## src/rtl/sar_mag_search_if.sv

```systemverilog
// Operand-side bus between the SAR search controller and a magnitude comparator,
// plus the search control/status signals.
interface sar_mag_search_if #(parameter int WIDTH = 3);
    logic             start;
    logic [WIDTH-1:0] probe;
    logic             greater;
    logic             equal;
    logic             lower;
    logic             busy;
    logic             done;
    logic             found;
    logic             error;
    logic [WIDTH-1:0] result;
    logic [3:0]       compares;

    modport master (
        input  start, greater, equal, lower,
        output probe, busy, done, found, error, result, compares
    );

    modport slave (
        output start, greater, equal, lower,
        input  probe, busy, done, found, error, result, compares
    );
endinterface

```

## src/rtl/sar_mag_search.sv

```systemverilog
// Successive-approximation controller that binary-searches a comparator's hidden
// operand by driving the probe operand and reading the greater/equal/lower flags.
module sar_mag_search #(
    parameter int WIDTH  = 3,
    parameter int SETTLE = 1
) (
    input logic              clk,
    input logic              rst,
    sar_mag_search_if.master bus
);
    localparam int CW = (SETTLE < 2) ? 1 : $clog2(SETTLE + 1);
    localparam logic [WIDTH:0]  TOP        = {1'b0, {WIDTH{1'b1}}};
    localparam logic [CW-1:0]   SETTLE_VAL = CW'(SETTLE);

    typedef enum logic [1:0] {IDLE, SEARCH, FINISH} state_t;

    state_t           state, state_n;
    logic [WIDTH:0]   lo, lo_n, hi, hi_n;
    logic [WIDTH-1:0] probe, probe_n, result, result_n;
    logic [CW-1:0]    settle, settle_n;
    logic             found, found_n, error, error_n;
    logic [3:0]       compares, compares_n;
    logic             step;
    logic             exhausted;

    always_ff @(posedge clk or posedge rst) begin
        if (rst) begin
            state    <= IDLE;
            lo       <= '0;
            hi       <= '0;
            probe    <= '0;
            result   <= '0;
            settle   <= '0;
            found    <= 1'b0;
            error    <= 1'b0;
            compares <= '0;
        end else begin
            state    <= state_n;
            lo       <= lo_n;
            hi       <= hi_n;
            probe    <= probe_n;
            result   <= result_n;
            settle   <= settle_n;
            found    <= found_n;
            error    <= error_n;
            compares <= compares_n;
        end
    end

    // lo is never negative but hi may reach -1; zero-extending lo keeps lo=2^WIDTH positive.
    assign exhausted = $signed({1'b0, lo_n}) > $signed({hi_n[WIDTH], hi_n});

    always_comb begin
        state_n    = state;
        lo_n       = lo;
        hi_n       = hi;
        probe_n    = probe;
        result_n   = result;
        settle_n   = settle;
        found_n    = found;
        error_n    = error;
        compares_n = compares;
        step       = 1'b0;

        case (state)
            IDLE: begin
                if (bus.start) begin
                    state_n    = SEARCH;
                    lo_n       = '0;
                    hi_n       = TOP;
                    probe_n    = TOP[WIDTH:1];
                    settle_n   = SETTLE_VAL;
                    compares_n = '0;
                    found_n    = 1'b0;
                    error_n    = 1'b0;
                end
            end
            SEARCH: begin
                settle_n = settle - CW'(1);
                if (settle == CW'(1)) begin
                    compares_n = (compares == 4'd15) ? compares : compares + 4'd1;
                    case ({bus.greater, bus.equal, bus.lower})
                        3'b010: begin
                            result_n = probe;
                            found_n  = 1'b1;
                            state_n  = FINISH;
                        end
                        3'b100: begin
                            lo_n = {1'b0, probe} + 1'b1;
                            step = 1'b1;
                        end
                        3'b001: begin
                            hi_n = {1'b0, probe} - 1'b1;
                            step = 1'b1;
                        end
                        default: begin
                            error_n = 1'b1;
                            found_n = 1'b0;
                            state_n = FINISH;
                        end
                    endcase
                    if (step) begin
                        if (exhausted) begin
                            state_n = FINISH;
                        end else begin
                            probe_n  = WIDTH'((lo_n + hi_n) >> 1);
                            settle_n = SETTLE_VAL;
                        end
                    end
                end
            end
            FINISH: begin
                state_n = IDLE;
            end
            default: begin
                state_n = IDLE;
            end
        endcase
    end

    assign bus.probe    = probe;
    assign bus.busy     = (state == SEARCH);
    assign bus.done     = (state == FINISH);
    assign bus.found    = found;
    assign bus.error    = error;
    assign bus.result   = result;
    assign bus.compares = compares;
endmodule

```

## src/flat_wrapper.sv

```systemverilog
// flat-port wrapper written by rule: the top's interface ports become plain ports
module sar_mag_search_flat 
#(
    parameter int WIDTH  = 3,
    parameter int SETTLE = 1
)
  (clk, rst, bus_start, bus_greater, bus_equal, bus_lower, bus_probe, bus_busy, bus_done, bus_found, bus_error, bus_result, bus_compares);
  sar_mag_search_if #(.WIDTH(WIDTH)) bus_i ();
  input logic clk;
  input logic rst;
  input wire logic [$bits(bus_i.start)-1:0] bus_start;
  input wire logic [$bits(bus_i.greater)-1:0] bus_greater;
  input wire logic [$bits(bus_i.equal)-1:0] bus_equal;
  input wire logic [$bits(bus_i.lower)-1:0] bus_lower;
  output wire logic [$bits(bus_i.probe)-1:0] bus_probe;
  output wire logic [$bits(bus_i.busy)-1:0] bus_busy;
  output wire logic [$bits(bus_i.done)-1:0] bus_done;
  output wire logic [$bits(bus_i.found)-1:0] bus_found;
  output wire logic [$bits(bus_i.error)-1:0] bus_error;
  output wire logic [$bits(bus_i.result)-1:0] bus_result;
  output wire logic [$bits(bus_i.compares)-1:0] bus_compares;
  assign bus_i.start = bus_start;
  assign bus_i.greater = bus_greater;
  assign bus_i.equal = bus_equal;
  assign bus_i.lower = bus_lower;
  assign bus_probe = bus_i.probe;
  assign bus_busy = bus_i.busy;
  assign bus_done = bus_i.done;
  assign bus_found = bus_i.found;
  assign bus_error = bus_i.error;
  assign bus_result = bus_i.result;
  assign bus_compares = bus_i.compares;
  sar_mag_search #(.WIDTH(WIDTH), .SETTLE(SETTLE)) u_core (.clk(clk), .rst(rst), .bus(bus_i));
endmodule
```

## config.mk

```make
export PLATFORM = sky130hd
export DESIGN_NAME = sar_mag_search_flat
export DESIGN_NICKNAME = d
export VERILOG_FILES = /design/src/rtl/sar_mag_search_if.sv /design/src/rtl/sar_mag_search.sv /design/src/flat_wrapper.sv
export SDC_FILE = /design/constraint.sdc
export NUM_CORES = 1
export LEC_CHECK = 0
export CORE_AREA = 4 4 71 73
export CTS_BUF_LIST = sky130_fd_sc_hd__clkbuf_8
export CTS_CLUSTER_SIZE = 28
export DETAILED_ROUTE_END_ITERATION = 16
export DIE_AREA = 0 0 75 77
export PLACE_DENSITY = 0.59
export SLEW_MARGIN = 20
export SYNTH_ARGS = -nofsm -noshare
export SYNTH_HDL_FRONTEND = slang
export SYNTH_SLANG_ARGS = --single-unit
```

## constraint.sdc

```tcl
create_clock -name clk -period 5.06 [get_ports clk]
set_input_delay 1.012 -clock clk [delete_from_list [all_inputs] [get_ports clk]]
set_output_delay 1.012 -clock clk [all_outputs]
set_load 0.02 [all_outputs]
```

### Word-level counts from Yosys, hierarchy flattened

Index checks and enable logic that the tools add are counted.

| word-level totals | value |
|---|---|
| input port bits | 6 |
| output and inout port bits | 14 |
| logic and storage cells | 81 |
| register bits after elaboration | 23 |

| operators by class | value |
|---|---|
| multiplexer cells | 42 |
| eq/ne operators | 13 |
| reduce and logical (&&, ||, !) cells | 11 |
| $lt $le $gt $ge | 1 |
| $add $sub $neg | 5 |

Operator list:

| kind | count |
|---|---|
| $mux W4 | 13 |
| $pmux W4 S2 | 3 |
| $mux W3 | 4 |
| $reduce_and A4 Y1 | 3 |
| $mux W1 | 11 |
| $mux W2 | 5 |
| $ne A2 B2 Y1 const B | 5 |
| $pmux W1 S2 | 4 |
| $pmux W3 S2 | 1 |
| $gt A5 B4 Y1 | 1 |
| $reduce_and A5 Y1 | 1 |
| $add A3 B1 Y4 const B | 1 |
| $add A4 B1 Y4 const B | 1 |
| $add A4 B4 Y4 | 1 |
| $eq A4 B4 Y1 const B | 1 |
| $ne A2 B1 Y1 const B | 2 |
| $pmux W2 S2 | 1 |
| $reduce_and A2 Y1 | 2 |
| $sub A3 B1 Y4 const B | 1 |
| $eq A3 B1 Y1 const B | 1 |
| $eq A3 B2 Y1 const B | 1 |
| $eq A3 B3 Y1 const B | 1 |
| $reduce_and A3 Y1 | 1 |
| $reduce_or A3 Y1 | 1 |
| 6 further kinds | 6 |

### Depth between registers and ports, before layout

Gate-level depths: netlist of run 1.

| depth | value |
|---|---|
| word-level depth | 11 |
| mapped depth | 14 |
| mapped depth without buffers | 13 |

### Least setup slack after synthesis of run 1

No wires, ideal clock.

| path | value |
|---|---|
| path kind | input -> register |
| start | input bus_equal |
| end | register u_core.probe[0] (netlist: u_core.bus.probe[0]) |
| path slack | 1.727 ns |
| required time | 4.928 ns |
| arrival time | 3.201 ns |
| setup time | 0.132 ns |
| buffers on the path | 1 |
| stages | 11 |
| cell sequence | buf_2 > nor3b_2 > mux2i_1 > o21ai_0 > ha_1 > nor2b_1 > o211ai_1 > a21oi_1 > mux2_4 > nor3_1 > a2bb2oi_1 |

| between the ends | value |
|---|---|
| longest elaborated chain between the ends | 9 |
| elaborated cells between the ends (all ways) | 25 |
| classes of those cells | add/sub (1); order compare (1); eq/ne (4); mux (17); reduce/logical (2) |

Ends and longest elaborated chain:

| element | line | text |
|---|---|---|
| from (decl) | flat_wrapper.sv:13 | `input wire logic [$bits(bus_i.equal)-1:0] bus_equal;` |
| $eq A3 B3 Y1 | sar_mag_search.sv:82 | `case ({bus.greater, bus.equal, bus.lower})` |
| $mux W4 | sar_mag_search.sv:82 |  |
| $mux W4 | sar_mag_search.sv:80 | `if (settle == CW'(1)) begin` |
| $mux W4 | sar_mag_search.sv:65 | `case (state)` |
| $mux W4 | sar_mag_search.sv:80 |  |
| $pmux W4 S2 | sar_mag_search.sv:65 |  |
| named net u_core.lo_n[1] | sar_mag_search.sv:18 | `logic [WIDTH:0] lo, lo_n, hi, hi_n;` |
| $gt A5 B4 Y1 | sar_mag_search.sv:51 | `assign exhausted = $signed({1'b0, lo_n}) > $signed({hi_n[WIDTH], hi_n});` |
| $ne A2 B2 Y1 (no line) | n/a |  |
| $reduce_and A5 Y1 (no line) | n/a |  |
| to (signal assigned) | sar_mag_search.sv:41 | `probe <= probe_n;` |
| to (decl) | sar_mag_search.sv:19 | `logic [WIDTH-1:0] probe, probe_n, result, result_n;` |

The timed path passes the listed nets, and every way through them passes these cells. The select of a mux whose other input is x is not followed.
A chain may end at the register's enable or synchronous reset.

### Final worst setup path of run 1

| path | value |
|---|---|
| start | input bus_greater |
| end | register u_core.probe[0] (netlist: u_core.bus.probe[0]) |

| between the ends | value |
|---|---|
| longest elaborated chain between the ends | 9 |
| elaborated cells between the ends (all ways) | 25 |
| classes of those cells | add/sub (1); order compare (1); eq/ne (4); mux (17); reduce/logical (2) |

Ends and longest elaborated chain:

| element | line | text |
|---|---|---|
| from (decl) | flat_wrapper.sv:12 | `input wire logic [$bits(bus_i.greater)-1:0] bus_greater;` |
| $eq A3 B3 Y1 | sar_mag_search.sv:82 |  |
| $mux W4 | sar_mag_search.sv:82 |  |
| $mux W4 | sar_mag_search.sv:80 |  |
| $mux W4 | sar_mag_search.sv:65 |  |
| $mux W4 | sar_mag_search.sv:80 |  |
| $pmux W4 S2 | sar_mag_search.sv:65 |  |
| named net u_core.lo_n[1] | sar_mag_search.sv:18 |  |
| $gt A5 B4 Y1 | sar_mag_search.sv:51 |  |
| $ne A2 B2 Y1 (no line) | n/a |  |
| $reduce_and A5 Y1 (no line) | n/a |  |

The timed path passes the listed nets, and every way through them passes these cells. The select of a mux whose other input is x is not followed.

==> results of run 1 <==
## state kept, by name, summed over array words and instances, names as in the netlist
signal               cells
u_core.bus.found         1
u_core.bus.compares      4
u_core.bus.error         1
u_core.settle            1
u_core.bus.probe         3
u_core.lo                4
u_core.hi                4
u_core.state             2
u_core.bus.result        3
## per-stage QoR
stage	cells	area (um^2)	utilization (%)	setup WS (ps)	total power [mW]
final	231	1730	39.6	1220	0.932
after global routing	231	1730	39.6	883	1.01
after CTS	231	1730	39.6	1230	0.943
after detailed placement	227	1680	38.6	949	0.822
after global placement	227	1680	38.6	1010	0.819
after floorplan	158	1430	-	1730	0.639
## worst max path at each step
stage	from	end	slack, ps	cells after the start
2_1_floorplan	bus_equal	u_core.bus.probe[0]	1730	11
4_1_cts	bus_greater	u_core.bus.probe[0]	1230	11
6_report	bus_greater	u_core.bus.probe[0]	1220	11
3_3_place_gp	bus_greater	u_core.bus.probe[1]	1010	11
5_1_grt	bus_greater	u_core.bus.probe[0]	880	11
3_5_place_dp	bus_greater	u_core.bus.probe[1]	950	11
## placed cells by master, fill, tap and decap left out, types with 2 or more instances in the layout
master / count
and2_1: 2
a21oi_1: 17
inv_1: 13
xnor2_1: 4
o211ai_1: 2
mux2i_1: 2
ha_1: 10
o21ai_0: 11
dfrtp_1: 23
nor2b_1: 3
a2bb2oi_1: 2
nor2_1: 16
nor3_1: 2
nand3_1: 4
nand2_1: 19
nand2b_1: 4
and4_1: 2
clkbuf_8: 3
or2_2: 3
clkdlybuf4s50_1: 19
## area by class of cell
cell class / count / share of cell area (%)
clock buffers: 3 / 2.39
clock inverters: 1 / 0.218
inverters: 12 / 2.61
multi-input cells: 121 / 46.6
flip-flops and latches: 23 / 33.4
well taps: 52 / 3.77
repair buffers: 19 / 11.0
## kinds of logic (layout without fill, tap and decap cells)
group	Yosys count	in the layout	share of synthesized area [%]
buf+inv	14	35	3.75
xor+xnor	5	5	3.05
flops	23	23	40.1
mux	3	3	2.44
compound gates	41	41	18.6
fa+ha+maj	11	11	10.1
simple gates	61	61	21.9
## metal layers
metal / share of wire, % / wire length, um / vias up / track usage [%]
met5: 0 / 0 / - / 0
met2: 44 / 1460 / 17 / 17.9
met1: 52 / 1710 / 538 / 19.0
met3: 3.1 / 103 / 2 / 1.96
met4: 0.82 / 27 / 0 / 2.67
li1: - / - / 592 / -
## power by group
| group | internal (mW) | switching, mW | leakage (nW) |
|---|---|---|---|
| logic | 0.219 | 0.283 | 0.446 |
| registers | 0.248 | 0.0632 | 0.281 |
| clock network | 0.0544 | 0.0651 | 0.0269 |
| total | 0.521 | 0.411 | 0.753 |
## critical path, delay by kind of cell
family	cells	cell delay (ps)
AO/OA/AOI/OAI	4	560
adder cells (fa/ha/maj)	1	320
AND/OR/NAND/NOR	3	790
buffers and inverters	1	620
multiplexers	2	670
==> flow_summary.toml, run 1 <==
[min_path]
holdPathEnd = "u_core.bus.result[2]"
holdCritStartpoint = "u_core.bus.result[2]"
min_path_type = "flip-flop to flip-flop"
hold-path-cell-count = 2

[floorplanning]
die-area_um2 = 5780
rows = 24
pin_count = 20
coreArea_um2 = 4350
die_x_um = 75
die_h_um = 77
start_util_pct = 32.9

[critical_path]
slowest_delay_ps = 620
start_kind = "primary input"
critPathArrivalTime_ps = 3990
r2r-end = "u_core.bus.probe[0]"
r2r_cells = 11
crit_type = "primary input to flip-flop"
rrSetupSlack_ps = 2060
endpoint_kind = "flip-flop"
rr_startpoint = "u_core.bus.probe[0]"
worstPathRequired_ps = 5210
crit_chain = "clkdlybuf4s50_1 -> nor3b_2 -> mux2i_1 -> o21ai_0 -> ha_1 -> nor2b_1 -> o211ai_1 -> a21oi_1 -> mux2_4 -> nor3_1 -> a2bb2oi_1"
cp_slowest_cell = "clkdlybuf4s50_1"
crit_fanout = 7

[layout]
area_growth_pct = 20.3
multi_input_area_um2 = 805
final_net_count = 197
ff_latch_area_um2 = 576
diodes = 0
drive_above_1_share_pct = 6.15
nFillCells = 443

[logic_synthesis]
ys_ff_latch = 23
synth_edf_count = 0
yosysMostFrequentCell = "dfrtp_1"
syn_inst = 158
synth.top_cell.area_share_pct = 40.1
netlist_top_cells_count = "dfrtp_1 (23), nand2_1 (19), a21oi_1 (17), nor2_1 (16), inv_1 (12)"
ys.flop_type = "dfrtp_1"
synth_top_area_cell = "dfrtp_1"
synth_cell_types = 38
avgSynthCellArea_um2 = 9.08
postSynth.asyncResetShare_pct = 100
ys_top_cells_by_area = "dfrtp_1 (40%), ha_1 (8.7%), a21oi_1 (5.9%), nand2_1 (5.0%), nor2_1 (4.2%)"
syn_nets = 175
synth_seq_area_share_pct = 40.1
yosys_warnings = 0
netlist_area_um2 = 1430

[clock_network]
worstSkewPairLatency_ps = 270
root_buffer = "clkbuf_8"
cts_tree = "done"
ctsResizeCount = 0
post_cts_buffers = 0
ctsHoldBuffers = 0
clock_sinks = 23
cts_buffers = 3
h-tree-depth = 1
path_clk_slew_ps = 90
cts_buffer_depth = 2

[timing]
slew_headroom_pct = 39.3
setup_viol = 0
fin_skew_ps = 4.52
tightest_slew_ps = 909
drv_slew = 0
whs_ps = 488
max_freq_ghz = 0.260
finalCriticalPeriod_ps = 3840
fin_crit_sh_pct = 75.9
grt_setup_unrepaired = "no"
hold_violations = 0
timing.setup.tns_ps = 0

[drt]
ant_nets = 0
vias = 1149
routedWlPerCell_um = 14.3
avgViaCountPerCell = 4.97
first_pass_iters = 4
drtIter0Drc = 73
drc = 0
wl_um = 3300

[status]
status = "finished, final reports clean"

[grt]
grt_pass1_wl_um = 5600
grt_max_degree = 24
grt_overflow = 0
grt_usage_pct = 12.3
antenna_found_initial = 0
grt_pass1_vias = 1076

[placed_design]
dp_hpwl_um = 2450
gp_congestion = 0.757
io_buffers = 19

[power]
powerDensity_nw_per_um2 = 540
ir_drop_v = 0.000174
p_leak_nw = 0.753

[flow_run]
cap_violations = 0
(Power assumes the default switching activity.)
==> run 2, diff against run 1 <==
==> constraint.sdc (replaced) <==
create_clock -name clk -period 3.76 [get_ports clk]
set_input_delay 0.752 -clock clk [delete_from_list [all_inputs] [get_ports clk]]
set_output_delay 0.752 -clock clk [all_outputs]
set_load 0.02 [all_outputs]
==> run 2 against run 1 <==
Combinational power up 36%. Sequential cell count unchanged. First-iteration DRC count down 36%. Setup slack worse by 970 ps. Largest cell class unchanged. Via count up 3.1%. Utilization up 0.72 points.
==> flow_summary.toml, run 2 (synthesis gave the netlist of run 1 again) <==
[power]
p_leak_nw = 0.771
combPwrFrac_pct = 54.2
clkPwrFrac_pct = 12.6
ir_drop_v = 0.000186
switching_share_pct = 43.3
finalPower_mw = 1.26
power.internal_mw = 0.714
power_frac_seq_pct = 33.2
powerDensity_nw_per_um2 = 717
power_switching_mw = 0.546

[floorplanning]
coreArea_um2 = 4350
die_h_um = 77
die-area_um2 = 5780
die_x_um = 75
rows = 24
start_util_pct = 32.9
pin_count = 20

[flow_run]
cap_violations = 0

[layout]
final_cell_mix = "dfrtp_1 (23), nand2_1 (19), clkdlybuf4s50_1 (19), a21oi_1 (17), nor2_1 (16)"
final_net_count = 201
area_growth_pct = 22.5
nFillCells = 437
drive_above_1_share_pct = 8.74
final_util_pct = 40.3
reg_top3 = "u_core.bus.compares (4), u_core.hi (4), u_core.lo (4)"
final_common_cell = "dfrtp_1"
diodes = 0
final_cells = 235
multi_input_area_um2 = 805
ff_latch_area_um2 = 576

[grt]
grt_usage_pct = 12.2
grt_pass1_vias = 1136
grt_pass1_wl_um = 5530
grt_max_degree = 24
grt_overflow = 0
antenna_found_initial = 0

[timing]
slew_headroom_pct = 37.9
grt_setup_unrepaired = "no"
hold_violations = 0
tightest_slew_ps = 931
finalCriticalPeriod_ps = 3510
whs_ps = 483
drv_slew = 0
finalWorstSetupSlack_ps = 252
fin_skew_ps = 5.69
fin_crit_sh_pct = 93.3
max_freq_ghz = 0.285
setup_viol = 0

[placed_design]
dp_hpwl_um = 2440
dp.cells = 231
pre_cts_slack_ps = -11.6
io_buffers = 19
gp_congestion = 0.810

[critical_path]
crit_fanout = 7
critPathTopFamily = "simple AND/OR/NAND/NOR gates"
r2r-end = "u_core.bus.probe[0]"
cp-startpoint = "bus_greater"
rrSetupSlack_ps = 750
crit_buf_inv = 1
r2r_cells = 13
crit_chain = "clkdlybuf4s50_1 -> nor3b_2 -> mux2i_1 -> o21ai_0 -> ha_1 -> nor2b_1 -> o211ai_1 -> a21oi_1 -> mux2_4 -> nor3_1 -> a2bb2oi_1"
crit_type = "primary input to flip-flop"
setup.worst_path.end = "u_core.bus.probe[0]"
worstPathRequired_ps = 3900
start_kind = "primary input"
slowest_delay_ps = 620
cp_slowest_cell = "clkdlybuf4s50_1"
critPathArrivalTime_ps = 3650
rr_startpoint = "u_core.bus.probe[0]"
cp.depth = 11
endpoint_kind = "flip-flop"

[clock_network]
root_buffer = "clkbuf_8"
h-tree-depth = 1
worstSkewPairLatency_ps = 270
cts_buffer_depth = 2
cts_tree = "done"
cts_buffers = 3
path_clk_slew_ps = 80
ctsHoldBuffers = 0
clock_sinks = 23

[drt]
drc = 0
first_pass_iters = 4
ant_nets = 0
vias = 1185
drtIter0Drc = 47
routedWlPerCell_um = 13.7
avgViaCountPerCell = 5.04
wl_um = 3210

[min_path]
min_path_type = "flip-flop to flip-flop"

[status]
status = "finished, final reports clean"
## run 2: changes by cell type in the layout (fill, tap and decap cells not counted)
cell / delta
o21ai_0: -1
inv_1: -1
buf_4: +4
clkinv_2: +1
o21ai_1: +1
## run 2: worst min-delay path by stage
stage	cells after the start	slack (ps)	start	endpoint
floorplan	2	490	u_core.lo[1]	u_core.lo[1]
global placement	2	460	u_core.bus.result[0]	u_core.bus.result[0]
detailed placement	2	470	u_core.bus.result[2]	u_core.bus.result[2]
CTS	2	490	u_core.bus.result[2]	u_core.bus.result[2]
global route	2	530	u_core.bus.result[1]	u_core.bus.result[1]
finish	2	480	u_core.bus.result[2]	u_core.bus.result[2]
## run 2: layout make-up
type / instances / area share (%)
clock buffers: 3 / 2.35
clock inverters: 1 / 0.285
inverters: 12 / 2.56
multi-input cells: 121 / 45.8
flip-flops and latches: 23 / 32.8
well taps: 52 / 3.70
repair buffers: 23 / 12.5
## run 2: layer usage
layer,wire [um],track usage [%]
met1,1560,17.5
met2,1490,18.8
met4,53,4.27
met5,0,0
met3,102,1.18
## run 2: repair_timing
item / 4_1_cts / 5_1_grt
setup buffers: 0 / 0
setup endpoints to repair: 0 / 3
resized for setup: 0 / 1
## run 2: power groups by stage
stage,registers (mW),logic (mW),clock network (mW)
after floorplan,0.460,0.400,0
after global placement,0.424,0.687,0
after detailed placement,0.423,0.688,0
after CTS,0.419,0.690,0.164
after global routing,0.433,0.771,0.173
final,0.419,0.682,0.159
## run 2: worst min-delay path, stage by stage, from the launching register on
cell and delay [ps]:
dfrtp_1 350, nand2_1 40, o21ai_0 60
## run 2: per-stage QoR
step           instance area (um^2)  setup TNS, ps
2_1_floorplan                  1430              0
6_report                       1760              0
5_1_grt                        1760              0
3_5_place_dp                   1710          -23.1
4_1_cts                        1760              0
3_3_place_gp                   1710          -84.6
==> edit (settings of run 2) <==
`WIDTH` is set to 3 in 3 places; all go to 5.
--- a/src/rtl/sar_mag_search_if.sv
+++ b/src/rtl/sar_mag_search_if.sv
@@ -2,3 +2,3 @@
 // plus the search control/status signals.
-interface sar_mag_search_if #(parameter int WIDTH = 3);
+interface sar_mag_search_if #(parameter int WIDTH = 5);
     logic             start;
--- a/src/rtl/sar_mag_search.sv
+++ b/src/rtl/sar_mag_search.sv
@@ -3,3 +3,3 @@
 module sar_mag_search #(
-    parameter int WIDTH  = 3,
+    parameter int WIDTH  = 5,
     parameter int SETTLE = 1
--- a/src/flat_wrapper.sv
+++ b/src/flat_wrapper.sv
@@ -3,3 +3,3 @@
 #(
-    parameter int WIDTH  = 3,
+    parameter int WIDTH  = 5,
     parameter int SETTLE = 1
Ports: changed (resized bus_probe and bus_result); port bits go from 20 to 24. The function was not compared with the original's and may differ.
==> edit against run 2 <==
Design area up 47%. Critical path type unchanged. Area after synthesis up 36%. Sequential cell count up 8. Via count up 47%. Core utilization up 19 points. Setup slack worse by 0.093 ns. Total power up 55%. Highest routed layer unchanged. Wire length up 58%. Combinational power up 64%. Synthesized cell count up 35%. Largest power group unchanged.
==> edit: results (changes against run 2) <==
Final Wtd Congestion 0.875 (was 0.810); nets 293 (was 201); setup slack at placement -0.243 ns (was -0.0116 ns); Worst-Margin Slew 0.761 ns (was 0.931 ns); top post-synthesis cells by area dfrtp_1 40%, ha_1 9.0%, nand2_1 4.4% (was dfrtp_1 40%, ha_1 8.7%, a21oi_1 5.9%); gr usage total 19.8% (was 12.2%); Distinct cells, synth 44 (was 38); Layout fillers 375 (was 437); Via density 5.38 (was 5.04); CTS buffer count 5 (was 3); family with the most delay on the worst path compound AO/OA/AOI/OAI gates (was simple AND/OR/NAND/NOR gates); compound-cell area share of the yosys netlist 17.5% (was 18.6%); global-route wire length before repair 8660 µm (was 5530 µm); Wirelength per Cell 15.6 µm (was 13.7 µm); sequential area share after synthesis 39.7% (was 40.1%); worst r2r path cells 10 (was 13); Non-Filler Instances 324 (was 235); WHS Endpoint u_core.bus.result[4] (was u_core.bus.result[2]); syn nets 235 (was 175); worst clock skew 0.00525 ns (was 0.00569 ns); adder-cell share of the synthesized area 10.0% (was 10.1%); prevailing post-synth register cell dfrtp_1 (unchanged); Post-DP HPWL 4020 µm (was 2440 µm); top cells by count, synth 31 x dfrtp_1, 23 x nand2_1, 20 x nor2_1 (was 23 x dfrtp_1, 19 x nand2_1, 17 x a21oi_1); WL met3 205 µm (was 102 µm); Worst-path clk slew 0.06 ns (was 0.08 ns); Max rail drop VDD 0.000387 V (was 0.000186 V); Mapped Cells 214 (was 158); min-delay src u_core.bus.result[4] (was u_core.bus.result[2]); Largest regs u_core.hi x6, u_core.lo x6 (was u_core.bus.compares x4, u_core.hi x4, u_core.lo x4); static leakage 0.00121 µW (was 0.000771 µW); post-synthesis xor/xnor area fraction 5.83% (was 3.05%); IO Port Bufs 23 (was 19); Fin Hold WS 0.480 ns (was 0.483 ns); Iteration-0 DRC Markers 108 (was 47); status finished, final reports clean (unchanged); vias in the first global route 1822 (was 1136); CP peak stage delay 0.42 ns (was 0.62 ns); FF-to-FF Start u_core.state[0] (was u_core.bus.probe[0]); met2 wire len 2490 µm (was 1490 µm); largest net degree at the start of global routing 20 (was 24); share of cells above drive strength 1 19.9% (was 8.74%)
-- edit: worst max path at each step --
stage | slack (ns) | end | startpoint | cells past startpoint
5_1_grt | -0.02 | u_core.bus.probe[0] | bus_equal | 15
6_report | 0.16 | u_core.bus.probe[0] | bus_equal | 14
3_5_place_dp | -0.24 | u_core.bus.probe[0] | bus_lower | 12
3_3_place_gp | -0.16 | u_core.bus.probe[1] | bus_lower | 11
2_1_floorplan | 0.28 | u_core.bus.probe[1] | bus_equal | 11
4_1_cts | 0.06 | u_core.bus.probe[0] | bus_lower | 12
-- edit: through the flow --
stage,cell area (µm²),TNS (ns),total power [µW]
final,2590,0,1960
after global routing,2590,-0.0155,2130
after CTS,2560,0,1950
after detailed placement,2470,-1.22,1680
after global placement,2470,-0.881,1660
after floorplan,1950,0,1220
-- edit: final cells by class --
class	instances	area, µm²	area share [%]
inverters	19	71.3	2.75
flip-flops and latches	31	776	30.0
clock inverters	1	5.00	0.193
multi-input cells	157	1100	42.4
well taps	52	65.1	2.51
repair buffers	58	493	19.0
clock buffers	6	82.6	3.19
-- edit: what timing repair did --
item,4_1_cts,5_1_grt
endpoints found under the setup margin,0,6
hold endpoints to repair,0,0
resized for setup,0,8
buffers inserted,0,1
-- edit: report_power, final --
part	internal, µW	switching, µW	leakage (µW)	total [µW]
combinational	535	582	0.000790	1120
sequential	447	124	0.000370	572
clock	143	123	0.0000470	266
total	1130	829	0.00121	1960
-- edit: tightest hold or removal path, cell delays in order, from the launching register on --
cell	delay, ns
dfrtp_1	0.34
nand2_1	0.04
o21ai_0	0.06
-- edit: routing by layer --
metal,GRT usage [%],vias up
met4,7.12,0
met2,32.6,38
met1,24.8,830
met5,0,-
met3,4.44,10
li1,-,864
